## config.mk

```make
export PLATFORM = sky130hd
export DESIGN_NAME = seq_multiplier
export DESIGN_NICKNAME = d
export VERILOG_FILES = /design/src/rtl/mult_pkg.sv /design/src/rtl/seq_multiplier.sv
export SDC_FILE = /design/constraint.sdc
export NUM_CORES = 1
export LEC_CHECK = 0
export BUFFER_PORTS_ARGS = -buffer_cell sky130_fd_sc_hd__buf_4
export CORE_AREA = 3 3 140 142
export CTS_BUF_LIST = sky130_fd_sc_hd__clkbuf_16
export CTS_CLUSTER_DIAMETER = 40
export CTS_CLUSTER_SIZE = 40
export DETAILED_ROUTE_END_ITERATION = 10
export DIE_AREA = 0 0 143 145
export MAX_ROUTING_LAYER = met4
export PLACE_DENSITY = 0.8
export RECOVER_POWER = 50
export SLEW_MARGIN = 10
export SYNTH_ARGS = -nofsm -noshare
export SYNTH_HDL_FRONTEND = slang
export SYNTH_SLANG_ARGS = --single-unit
```

## constraint.sdc

```tcl
create_clock -name clk -period 4.2 [get_ports clk]
set_input_delay 0.21 -clock clk [delete_from_list [all_inputs] [get_ports clk]]
set_output_delay 0.21 -clock clk [all_outputs]
set_load 0.01 [all_outputs]
```

## src/rtl/mult_pkg.sv

```systemverilog
// Shared encodings for the iterative multiplier: FSM state codes and default operand width.
package mult_pkg;

  localparam int MULT_WIDTH = 32;

  localparam logic [1:0] ST_IDLE = 2'd0;
  localparam logic [1:0] ST_RUN  = 2'd1;
  localparam logic [1:0] ST_FIX  = 2'd2;
  localparam logic [1:0] ST_DONE = 2'd3;

  typedef enum logic [1:0] {
    IDLE = ST_IDLE,
    RUN  = ST_RUN,
    FIX  = ST_FIX,
    DONE = ST_DONE
  } state_t;

endpackage

```

## src/rtl/seq_multiplier.sv

```systemverilog
// Shift-add multiplier: WIDTH+2 edges from accepted start to the done pulse, busy for WIDTH+1 cycles.
// No queuing: start is ignored while busy, and abort flushes to IDLE without a done pulse.
module seq_multiplier
  import mult_pkg::*;
#(
  parameter int WIDTH = MULT_WIDTH
) (
  input  logic             clk,
  input  logic             rst_n,
  input  logic             start,
  input  logic             abort,
  input  logic             signed_op,
  input  logic [WIDTH-1:0] op_a,
  input  logic [WIDTH-1:0] op_b,
  output logic             busy,
  output logic             done,
  output logic [WIDTH-1:0] prod_hi,
  output logic [WIDTH-1:0] prod_lo
);

  localparam int CW = $clog2(WIDTH);

  state_t             state;
  logic [WIDTH-1:0]   mcand;
  logic [WIDTH-1:0]   mplier;
  logic [WIDTH-1:0]   acc_hi;
  logic               neg;
  logic [CW-1:0]      cnt;

  logic               accept;
  logic [WIDTH-1:0]   a_mag;
  logic [WIDTH-1:0]   b_mag;
  logic [WIDTH:0]     sum;
  logic [2*WIDTH-1:0] prod_raw;
  logic [2*WIDTH-1:0] prod_fix;

  assign accept = start && !abort && (state == IDLE || state == DONE);

  // Negating -2^(WIDTH-1) yields 2^(WIDTH-1), which is correct when read as unsigned.
  assign a_mag = (signed_op && op_a[WIDTH-1]) ? (WIDTH'(0) - op_a) : op_a;
  assign b_mag = (signed_op && op_b[WIDTH-1]) ? (WIDTH'(0) - op_b) : op_b;

  // Carry out of the upper-half add lands in the top bit after the shift.
  assign sum      = {1'b0, acc_hi} + (mplier[0] ? {1'b0, mcand} : {(WIDTH+1){1'b0}});
  assign prod_raw = {acc_hi, mplier};
  assign prod_fix = neg ? ((2*WIDTH)'(0) - prod_raw) : prod_raw;

  always_ff @(posedge clk or negedge rst_n) begin
    if (!rst_n) begin
      state   <= IDLE;
      mcand   <= '0;
      mplier  <= '0;
      acc_hi  <= '0;
      neg     <= 1'b0;
      cnt     <= '0;
      busy    <= 1'b0;
      done    <= 1'b0;
      prod_hi <= '0;
      prod_lo <= '0;
    end else if (abort) begin
      state <= IDLE;
      busy  <= 1'b0;
      done  <= 1'b0;
    end else if (accept) begin
      state  <= RUN;
      mcand  <= a_mag;
      mplier <= b_mag;
      acc_hi <= '0;
      neg    <= signed_op & (op_a[WIDTH-1] ^ op_b[WIDTH-1]);
      cnt    <= '0;
      busy   <= 1'b1;
      done   <= 1'b0;
    end else begin
      case (state)
        RUN: begin
          acc_hi <= sum[WIDTH:1];
          mplier <= {sum[0], mplier[WIDTH-1:1]};
          cnt    <= cnt + 1'b1;
          if (cnt == CW'(WIDTH-1)) begin
            state <= FIX;
          end
        end
        FIX: begin
          prod_hi <= prod_fix[2*WIDTH-1:WIDTH];
          prod_lo <= prod_fix[WIDTH-1:0];
          state   <= DONE;
          busy    <= 1'b0;
          done    <= 1'b1;
        end
        DONE: begin
          state <= IDLE;
          done  <= 1'b0;
        end
        default: begin
          state <= IDLE;
          busy  <= 1'b0;
          done  <= 1'b0;
        end
      endcase
    end
  end

endmodule

```

==> results of run 1 <==
==> flip-flops by register name, summed over array words and instances (netlist names) <==
signal   cells
cnt          5
busy         1
done         1
prod_lo     32
state        2
neg          1
mcand       32
prod_hi     32
acc_hi      32
mplier      32
==> placed cells by master, fill, tap and decap left out, types with 22 or more instances in the layout <==
cell | Yosys | routed
sky130_fd_sc_hd__xnor2_1 | 45 | 45
sky130_fd_sc_hd__o31ai_1 | 30 | 30
sky130_fd_sc_hd__nor2_1 | 51 | 50
sky130_fd_sc_hd__o21ai_1 | 34 | 34
sky130_fd_sc_hd__xor2_1 | 101 | 101
sky130_fd_sc_hd__o21ai_0 | 163 | 163
sky130_fd_sc_hd__nand2_1 | 207 | 207
sky130_fd_sc_hd__and2_1 | 39 | 39
sky130_fd_sc_hd__a21oi_1 | 53 | 52
sky130_fd_sc_hd__clkbuf_1 | 68 | 66
sky130_fd_sc_hd__buf_4 | 0 | 75
sky130_fd_sc_hd__nor3_1 | 22 | 22
sky130_fd_sc_hd__a22oi_1 | 26 | 26
sky130_fd_sc_hd__dfrtp_1 | 170 | 169
sky130_fd_sc_hd__nand3_1 | 24 | 22
sky130_fd_sc_hd__ha_1 | 41 | 41
==> layout make-up <==
type	count	area (µm²)	share of cell area [%]
Clock buffer	17	425	3.44
Clock inverter	15	176	1.43
Inverter	20	75.1	0.607
Multi-Input combinational cell	1004	6290	50.8
Sequential cell	170	4260	34.4
Tap cell	234	293	2.37
Timing Repair Buffer	145	856	6.92
==> worst reg2reg max path, stage by stage, from the launching register on <==
cell	delay [ps]
sky130_fd_sc_hd__dfrtp_1	450
sky130_fd_sc_hd__buf_4	230
sky130_fd_sc_hd__and2_1	160
sky130_fd_sc_hd__ha_1	350
sky130_fd_sc_hd__o211ai_1	130
sky130_fd_sc_hd__nand2_1	80
sky130_fd_sc_hd__a21boi_0	580
sky130_fd_sc_hd__a211o_1	260
sky130_fd_sc_hd__a41oi_1	230
sky130_fd_sc_hd__o41ai_1	470
sky130_fd_sc_hd__xnor2_1	160
sky130_fd_sc_hd__o21ai_0	80
==> report_power, final <==
part | internal (mW) | switching (mW) | total, mW
sequential | 2.31 | 0.796 | 3.11
combinational | 1.34 | 2.08 | 3.42
clock | 0.853 | 0.750 | 1.60
==> what timing repair did <==
action	CTS	global route
gates resized for setup	0	0
hold buffers	2	0
endpoints found under the hold margin	108	0
==> cells by family (layout without fill, tap and decap cells) <==
| family | count (synthesis) | in the layout | synth area share, % |
|---|---|---|---|
| muxes | 2 | 2 | 0.184 |
| buffers and inverters | 93 | 197 | 3.23 |
| DFF | 170 | 170 | 39.2 |
| xor gates and xnor gates | 146 | 146 | 11.8 |
| and+or+nand+nor | 417 | 417 | 18.3 |
| AOI/OAI and AO/OA | 397 | 397 | 22.4 |
| adders and majority gates | 42 | 42 | 4.91 |
==> final timing paths <==
check                              end  depth (start not counted)
min                          mcand[31]                          3
max in group asynchronous          neg                          2
min in group asynchronous  prod_hi[20]                          2
min reg2reg                   mcand[8]                          2
max                         acc_hi[30]                         11
max reg2reg                 acc_hi[30]                         11
==> layer usage <==
layer  vias up  wire (µm)
met5         -          0
met4         0        411
met3        49       1930
met2       360      12200
met1      4602      13200
li1       4699          -
==> per-stage QoR <==
step / util (%) / hold slack [ps] / std cells
after floorplan: - / -85.6 / 1267
after global placement: 64.6 / 399 / 1571
after detailed placement: 64.6 / 406 / 1571
after CTS: 67.9 / 18.7 / 1605
after global routing: 66.6 / 53.4 / 1605
final: 66.6 / 22.8 / 1605
==> results_tabular.tex, run 1 <==
\begin{tabular}{lr}
\hline
Metric & Value \\
\hline
\multicolumn{2}{l}{\textbf{Outcome}} \\
\quad Status & complete, but fails checks \\
\quad Violated checks & max-capacitance violations, max-slew violations \\
\multicolumn{2}{l}{\textbf{Place}} \\
\quad Placed Instance Area & $\sim$0.012 mm² \\
\quad Setup slack after placement & 942 ps \\
\quad Port Buf Inserts & between 100 and 150 \\
\quad Sum of net half-perimeters after detailed placement & 20.9 mm \\
\quad Routability Congestion & 0.949 \\
\multicolumn{2}{l}{\textbf{Synthesis}} \\
\quad Number of distinct library cell variants in the gate-level netlist after synthesis & 63 \\
\quad Most area-hungry cell type in the Yosys netlist & sky130\_fd\_sc\_hd\_\_dfrtp\_1 \\
\quad Post-synth ARST share & 100\% \\
\quad Post-synthesis instance area & between 0.01 and 0.015 mm² \\
\quad Most used flip-flop cell after synthesis & sky130\_fd\_sc\_hd\_\_dfrtp\_1 \\
\quad Number of synthesized register bits & 170 \\
\quad Ranking of synthesized cells by instance count & sky130\_fd\_sc\_hd\_\_nand2\_1 (207), sky130\_fd\_sc\_hd\_\_dfrtp\_1 (170), sky130\_fd\_sc\_hd\_\_o21ai\_0 (163) \\
\quad Main area contributors after synthesis & sky130\_fd\_sc\_hd\_\_dfrtp\_1 (39\%), sky130\_fd\_sc\_hd\_\_xor2\_1 (8.1\%), sky130\_fd\_sc\_hd\_\_o21ai\_0 (7.5\%) \\
\quad Warning count from the yosys run & 0 \\
\quad Synthesized area divided by synthesized cell count & approximately 8.6 µm² \\
\quad Number of standard cells after synthesis & approximately 1,300 \\
\quad Area share of the leading cell type in the synthesized netlist & between 30\% and 40\% \\
\quad Share of the yosys chip area belonging to registers & just under 40\% \\
\quad Net count of the mapped netlist & about 1,400 \\
\quad Leading cell type by number of instances after synthesis & sky130\_fd\_sc\_hd\_\_nand2\_1 \\
\quad Post-synth EDFFs & 0 \\
\multicolumn{2}{l}{\textbf{Worst setup path}} \\
\quad Critical Path End Type & register \\
\quad Startpoint of the most critical register-to-register path & mplier[0] \\
\quad Start point of the critical path & mplier[0] \\
\quad Buffer and inverter count on the worst path & 1 \\
\quad Reg-to-reg setup timing slack & 860 ps \\
\quad WP data required & roughly 4500 ps \\
\quad Kind of launch point of the worst setup path & register \\
\quad Worst EP arrival & about 3600 ps \\
\quad Maximum single-stage delay on the critical path & a little under 600 ps \\
\quad Cell-by-cell listing of the critical path & buf\_4, and2\_1, ha\_1, o211ai\_1, nand2\_1, a21boi\_0, a211o\_1, a41oi\_1, o41ai\_1, xnor2\_1, o21ai\_0 \\
\quad CP max stage cell & sky130\_fd\_sc\_hd\_\_a21boi\_0 \\
\quad Delay-heaviest family, CP & compound AO/OA/AOI/OAI gates \\
\quad Crit Path Max Fanout & 31 \\
\quad Category of the most critical setup path & reg -> reg \\
\multicolumn{2}{l}{\textbf{STA}} \\
\quad Final sum of negative setup slack & 0 ps \\
\quad Setup-failing EPs final & 0 \\
\quad Shortest period the worst path allows & 3340 ps \\
\quad Setup repair after global routing missed its margin & no \\
\quad Highest Clock Rate & approximately 0.3 GHz \\
\quad Final number of max-transition violations & roughly 110 \\
\quad Clock skew after layout & about 8 ps \\
\quad Hold Fails Final Rpt & 0 \\
\quad Worst-case headroom to the max-slew limit & -75.0\% \\
\quad Share of the cycle needed by the critical path after routing & 79.5\% \\
\quad Final critical-path setup slack & 863 ps \\
\quad Measured slew at the worst slew-check pin & around 2600 ps \\
\multicolumn{2}{l}{\textbf{Drt}} \\
\quad Initial drt markers & 699 \\
\quad Initial DRT Pass Iterations & 5 \\
\quad Routed vias & between 9,000 and 10,000 \\
\quad Total Routed Length & roughly 28 mm \\
\quad DRC violation count after routing & 0 \\
\quad Average routed wire per standard cell & 17.3 µm \\
\quad Antenna Violating Nets Remaining & 0 \\
\quad Routed vias/inst & roughly 6.0 \\
\multicolumn{2}{l}{\textbf{Floorplanning}} \\
\quad Die W & 143 µm \\
\quad Starting density of the core & between 50\% and 60\% \\
\quad Core Area & approximately 0.019 mm² \\
\quad FP Rows & 50 \\
\quad Number of top-level pins & approximately 140 \\
\quad Die H & between 100 and 150 µm \\
\quad Area of the die & between 0.02 and 0.025 mm² \\
\multicolumn{2}{l}{\textbf{Power}} \\
\quad Highest ir drop seen on vdd & just over 400 µV \\
\quad Leakage power figure & 5.43 nW \\
\quad Post-layout power & between 8 and 9 mW \\
\quad Pwr per Cell Area & 657 mW/mm² \\
\multicolumn{2}{l}{\textbf{CTS}} \\
\quad CTS tree & done \\
\quad TritonCTS Buffers & 17 \\
\quad Clock Tree Buf Depth & 2 \\
\quad Skew-Pair Late Insertion Delay & 450 ps \\
\quad \# clock sinks & 170 \\
\quad Root cell of the clock tree & sky130\_fd\_sc\_hd\_\_clkbuf\_16 \\
\quad Clock slew at reported path FFs & about 70 ps \\
\quad H-tree levels & 4 \\
\quad Setup Buffers After CTS & 0 \\
\multicolumn{2}{l}{\textbf{Global routing}} \\
\quad Gr usage total & between 20 and 30\% \\
\quad Largest net degree at the start of global routing & $\sim$110 \\
\quad Met3 Track Usage GR & roughly 4.4\% \\
\quad Residual overflow from global routing & 0 \\
\quad Number of antenna violations at the first check in global routing & 0 \\
\quad Met2 track demand over resource & about 39\% \\
\quad GR Util met1 & roughly two fifths \\
\quad Most Used Layer, Global Route & met1 \\
\quad Vias in the first global route & between 9,000 and 10,000 \\
\quad Global-route wire length before repair & 45.5 mm \\
\multicolumn{2}{l}{\textbf{Final layout}} \\
\quad Area added between synthesis and finish & 13.9\% \\
\quad Non-Filler Cell Area, Final & $\sim$0.012 mm² \\
\quad FILL cells & between 1,500 and 2,000 \\
\quad Number of nets in the final layout & around 1,500 \\
\quad Antenna Cells & 0 \\
\quad Share of layout cells above drive strength 1 & 9.19\% \\
\multicolumn{2}{l}{\textbf{Min path}} \\
\quad Min-delay worst type & in -> reg \\
\quad Origin of the worst min-delay path & op\_a[31] \\
\multicolumn{2}{l}{\textbf{Job}} \\
\quad Max-cap check violation count & 1 \\
\hline
\end{tabular}
No activity file was read; power rests on OpenSTA's default activity.
==> run 2: changes to the inputs <==
Clock period 4.2 ns to 3.25 ns, I/O delays scaled along.
==> run 2 against run 1 <==
Net effect:
- the flow still finishes with violations (max-capacitance violations, max-slew violations)
- worst setup slack got worse by 640 ps
- hold slack got worse by 14 ps
- core utilization increased by 0.83 points
- critical path depth decreased by 3
- routed wire length increased by 1.6%
- critical endpoint is now prod_hi[31]
==> results_tabular.tex, run 2 (same netlist as run 1, synthesis figures left out) <==
\begin{tabular}{lr}
\hline
Metric & Value \\
\hline
\multicolumn{2}{l}{\textbf{Outcome}} \\
\quad Status & complete, but fails checks \\
\quad Violated checks & max-capacitance violations, max-slew violations \\
\multicolumn{2}{l}{\textbf{Power}} \\
\quad Register share of total power & 36.7\% (-1.5 points) \\
\quad Post-layout power & 10.6 mW (+30\%) \\
\quad Net switching power & 4.76 mW (+31\%) \\
\quad Internal power of the cells & 5.80 mW (+29\%) \\
\quad Logic pwr share & 43.5\% (+1.4 points) \\
\quad Leakage power figure & 5.52 nW (+1.7\%) \\
\quad Fraction of power consumed by the clock network & 19.8\% (about the same) \\
\quad Highest ir drop seen on vdd & 399 µV (-2.6\%) \\
\quad Fraction of power spent switching nets & 45.1\% (+0.43 points) \\
\quad Pwr per Cell Area & 844 mW/mm² (+28\%) \\
\multicolumn{2}{l}{\textbf{Job}} \\
\quad Max-cap check violation count & 1 (unchanged) \\
\multicolumn{2}{l}{\textbf{Drt}} \\
\quad Antenna Violating Nets Remaining & 0 (unchanged) \\
\quad Initial drt markers & 985 (+41\%) \\
\quad DRC violation count after routing & 0 (unchanged) \\
\quad Routed vias & 9,795 (+0.88\%) \\
\quad Average routed wire per standard cell & 17.4 µm (+0.53\%) \\
\quad Total Routed Length & 28.2 mm (+1.6\%) \\
\quad Initial DRT Pass Iterations & 6 (+1) \\
\quad Routed vias/inst & 6.04 (-0.18\%) \\
\multicolumn{2}{l}{\textbf{Worst setup path}} \\
\quad Cell-by-cell listing of the critical path & or4\_4, nor4b\_4, nand4b\_2, or3\_4, or3\_4, o41ai\_4, xor2\_1, o21ai\_1 \\
\quad Critical Path End Type & register \\
\quad Buffer and inverter count on the worst path & 0 (-1) \\
\quad Cell repeated most along the worst path & sky130\_fd\_sc\_hd\_\_or3\_4 \\
\quad Crit Path Max Fanout & 5 (-84\%) \\
\quad Maximum single-stage delay on the critical path & 570 ps (about the same) \\
\quad Category of the most critical setup path & reg -> reg \\
\quad WP data required & 3570 ps (-910 ps) \\
\quad Delay-heaviest family, CP & simple AND/OR/NAND/NOR gates \\
\quad Kind of launch point of the worst setup path & register \\
\quad Worst EP arrival & 3350 ps (-270 ps) \\
\quad CP max stage cell & sky130\_fd\_sc\_hd\_\_or4\_4 \\
\multicolumn{2}{l}{\textbf{STA}} \\
\quad Share of the cycle needed by the critical path after routing & 93.1\% (+14 points) \\
\quad Highest Clock Rate & 0.330 GHz (+10\%) \\
\quad Setup repair after global routing missed its margin & no \\
\quad Shortest period the worst path allows & 3030 ps (-310 ps) \\
\quad Clock skew after layout & 10.5 ps (+2.27 ps) \\
\quad Measured slew at the worst slew-check pin & 1570 ps (-1050 ps) \\
\quad Setup-failing EPs final & 0 (unchanged) \\
\quad Hold Fails Final Rpt & 0 (unchanged) \\
\quad Worst-case headroom to the max-slew limit & -4.77\% (+70 points) \\
\quad Final number of max-transition violations & 64 (-41\%) \\
\quad Final sum of negative setup slack & 0 ps (unchanged) \\
\multicolumn{2}{l}{\textbf{CTS}} \\
\quad Skew-Pair Late Insertion Delay & 440 ps (about the same) \\
\quad \# clock sinks & 170 (unchanged) \\
\quad TritonCTS Buffers & 17 (unchanged) \\
\quad Clock slew at reported path FFs & 80 ps (about the same) \\
\quad Clock Tree Buf Depth & 2 (unchanged) \\
\quad CTS tree & done \\
\quad Setup Buffers After CTS & 0 (unchanged) \\
\quad H-tree levels & 4 (unchanged) \\
\quad Root cell of the clock tree & sky130\_fd\_sc\_hd\_\_clkbuf\_16 \\
\multicolumn{2}{l}{\textbf{Global routing}} \\
\quad Global-route wire length before repair & 45.7 mm (+0.53\%) \\
\quad Vias in the first global route & 8,936 (-1.0\%) \\
\quad Largest net degree at the start of global routing & 129 (+18\%) \\
\quad Residual overflow from global routing & 0 (unchanged) \\
\quad Gr usage total & 27.8\% (+0.10 points) \\
\quad Number of antenna violations at the first check in global routing & 0 (unchanged) \\
\multicolumn{2}{l}{\textbf{Final layout}} \\
\quad Number of nets in the final layout & 1,486 (+1.2\%) \\
\quad Leading cell types in the layout, fill and taps excluded & sky130\_fd\_sc\_hd\_\_nand2\_1 (207), sky130\_fd\_sc\_hd\_\_dfrtp\_1 (169), sky130\_fd\_sc\_hd\_\_o21ai\_0 (163) \\
\quad Share of layout cells above drive strength 1 & 10.0\% (+0.82 points) \\
\quad Area added between synthesis and finish & 15.3\% \\
\quad Non-Filler Cell Area, Final & 0.0125 mm² (+1.3\%) \\
\quad FILL cells & 1,574 (+0.19\%) \\
\quad Antenna Cells & 0 (unchanged) \\
\quad Leading cell type in the layout, fill and taps excluded & sky130\_fd\_sc\_hd\_\_nand2\_1 \\
\multicolumn{2}{l}{\textbf{Min path}} \\
\quad Min-delay worst type & in -> reg \\
\multicolumn{2}{l}{\textbf{Place}} \\
\quad Sum of net half-perimeters after detailed placement & 21.0 mm (+0.54\%) \\
\quad Placed Instance Area & 0.0121 mm² (+1.1\%) \\
\quad Port Buf Inserts & 134 (unchanged) \\
\quad Routability Congestion & 0.912 (-4.0\%) \\
\multicolumn{2}{l}{\textbf{Floorplanning}} \\
\quad Number of top-level pins & 135 (unchanged) \\
\quad Starting density of the core & 58.5\% (unchanged) \\
\quad FP Rows & 50 (unchanged) \\
\quad Die W & 143 µm (unchanged) \\
\quad Core Area & 0.0186 mm² (unchanged) \\
\quad Area of the die & 0.0207 mm² (unchanged) \\
\quad Die H & 145 µm (unchanged) \\
\hline
\end{tabular}
run 2: cell count changes in the layout (fill, tap and decap cells not counted), sizes merged:
cell	delta
buf	+11
bufinv	-1
clkinv	+2
dlygate4sd3	+3
clkbuf	+3
clkinvlp	-1
run 2: area by class of cell:
cell class | instances | area (µm²) | share of cell area (%)
timing repair buffer | 162 | 996 | 7.95
clock buffer | 17 | 425 | 3.40
clock inverter | 15 | 191 | 1.53
inverter | 20 | 75.1 | 0.600
sequential | 170 | 4260 | 34.0
tap | 234 | 293 | 2.34
multi-input combinational | 1004 | 6290 | 50.2
run 2: repair_timing:
item | in CTS | in global routing
gates resized for setup | 0 | 0
hold buffers | 5 | 0
endpoints found under the hold margin | 64 | 0
run 2: final timing paths:
check / from / endpoint / slack (ps) / cells after the start
worst max-delay path: mplier[9] / prod_hi[31] / 220 / 8
worst min-delay path: op_a[25] / mcand[25] / 8 / 3
worst max register to register: mplier[9] / prod_hi[31] / 220 / 8
worst min register to register: mcand[19] / mcand[19] / 480 / 2
max in group asynchronous: rst_n / prod_lo[29] / 770 / 3
min in group asynchronous: rst_n / prod_hi[16] / 630 / 2
run 2: power groups by stage:
| stage | sequential, mW | combinational [mW] | clock (mW) |
|---|---|---|---|
| floorplan | 3.76 | 3.16 | 0 |
| global placement | 3.85 | 4.73 | 0 |
| detailed placement | 3.90 | 4.85 | 0 |
| CTS | 3.87 | 4.88 | 2.11 |
| global route | 4.01 | 5.15 | 2.19 |
| finish | 3.88 | 4.59 | 2.09 |
run 2: worst register-to-register path, stage by stage, from the launching register on:
cell and delay (ps):
sky130_fd_sc_hd__dfrtp_1 440, sky130_fd_sc_hd__or4_4 570, sky130_fd_sc_hd__nor4b_4 330, sky130_fd_sc_hd__nand4b_2 180
sky130_fd_sc_hd__or3_4 450, sky130_fd_sc_hd__or3_4 400, sky130_fd_sc_hd__o41ai_4 290, sky130_fd_sc_hd__xor2_1 170
sky130_fd_sc_hd__o21ai_1 70
run 2: per-stage QoR:
stage / hold WS, ps / utilization [%] / std cells / setup slack, ps
floorplan: -133 / - / 1267 / 166
global placement: 194 / 65.3 / 1585 / 302
detailed placement: 184 / 65.3 / 1585 / 253
CTS: 0.0744 / 68.9 / 1622 / 247
global route: 12.9 / 67.4 / 1622 / 6.38
finish: 8.39 / 67.4 / 1622 / 223
run 2: routing by layer:
metal  wire length [µm]  global-route usage [%]
met4                477                    7.56
met5                  0                       -
met2              12500                    40.0
met1              13000                    41.2
met3               2250                    4.12
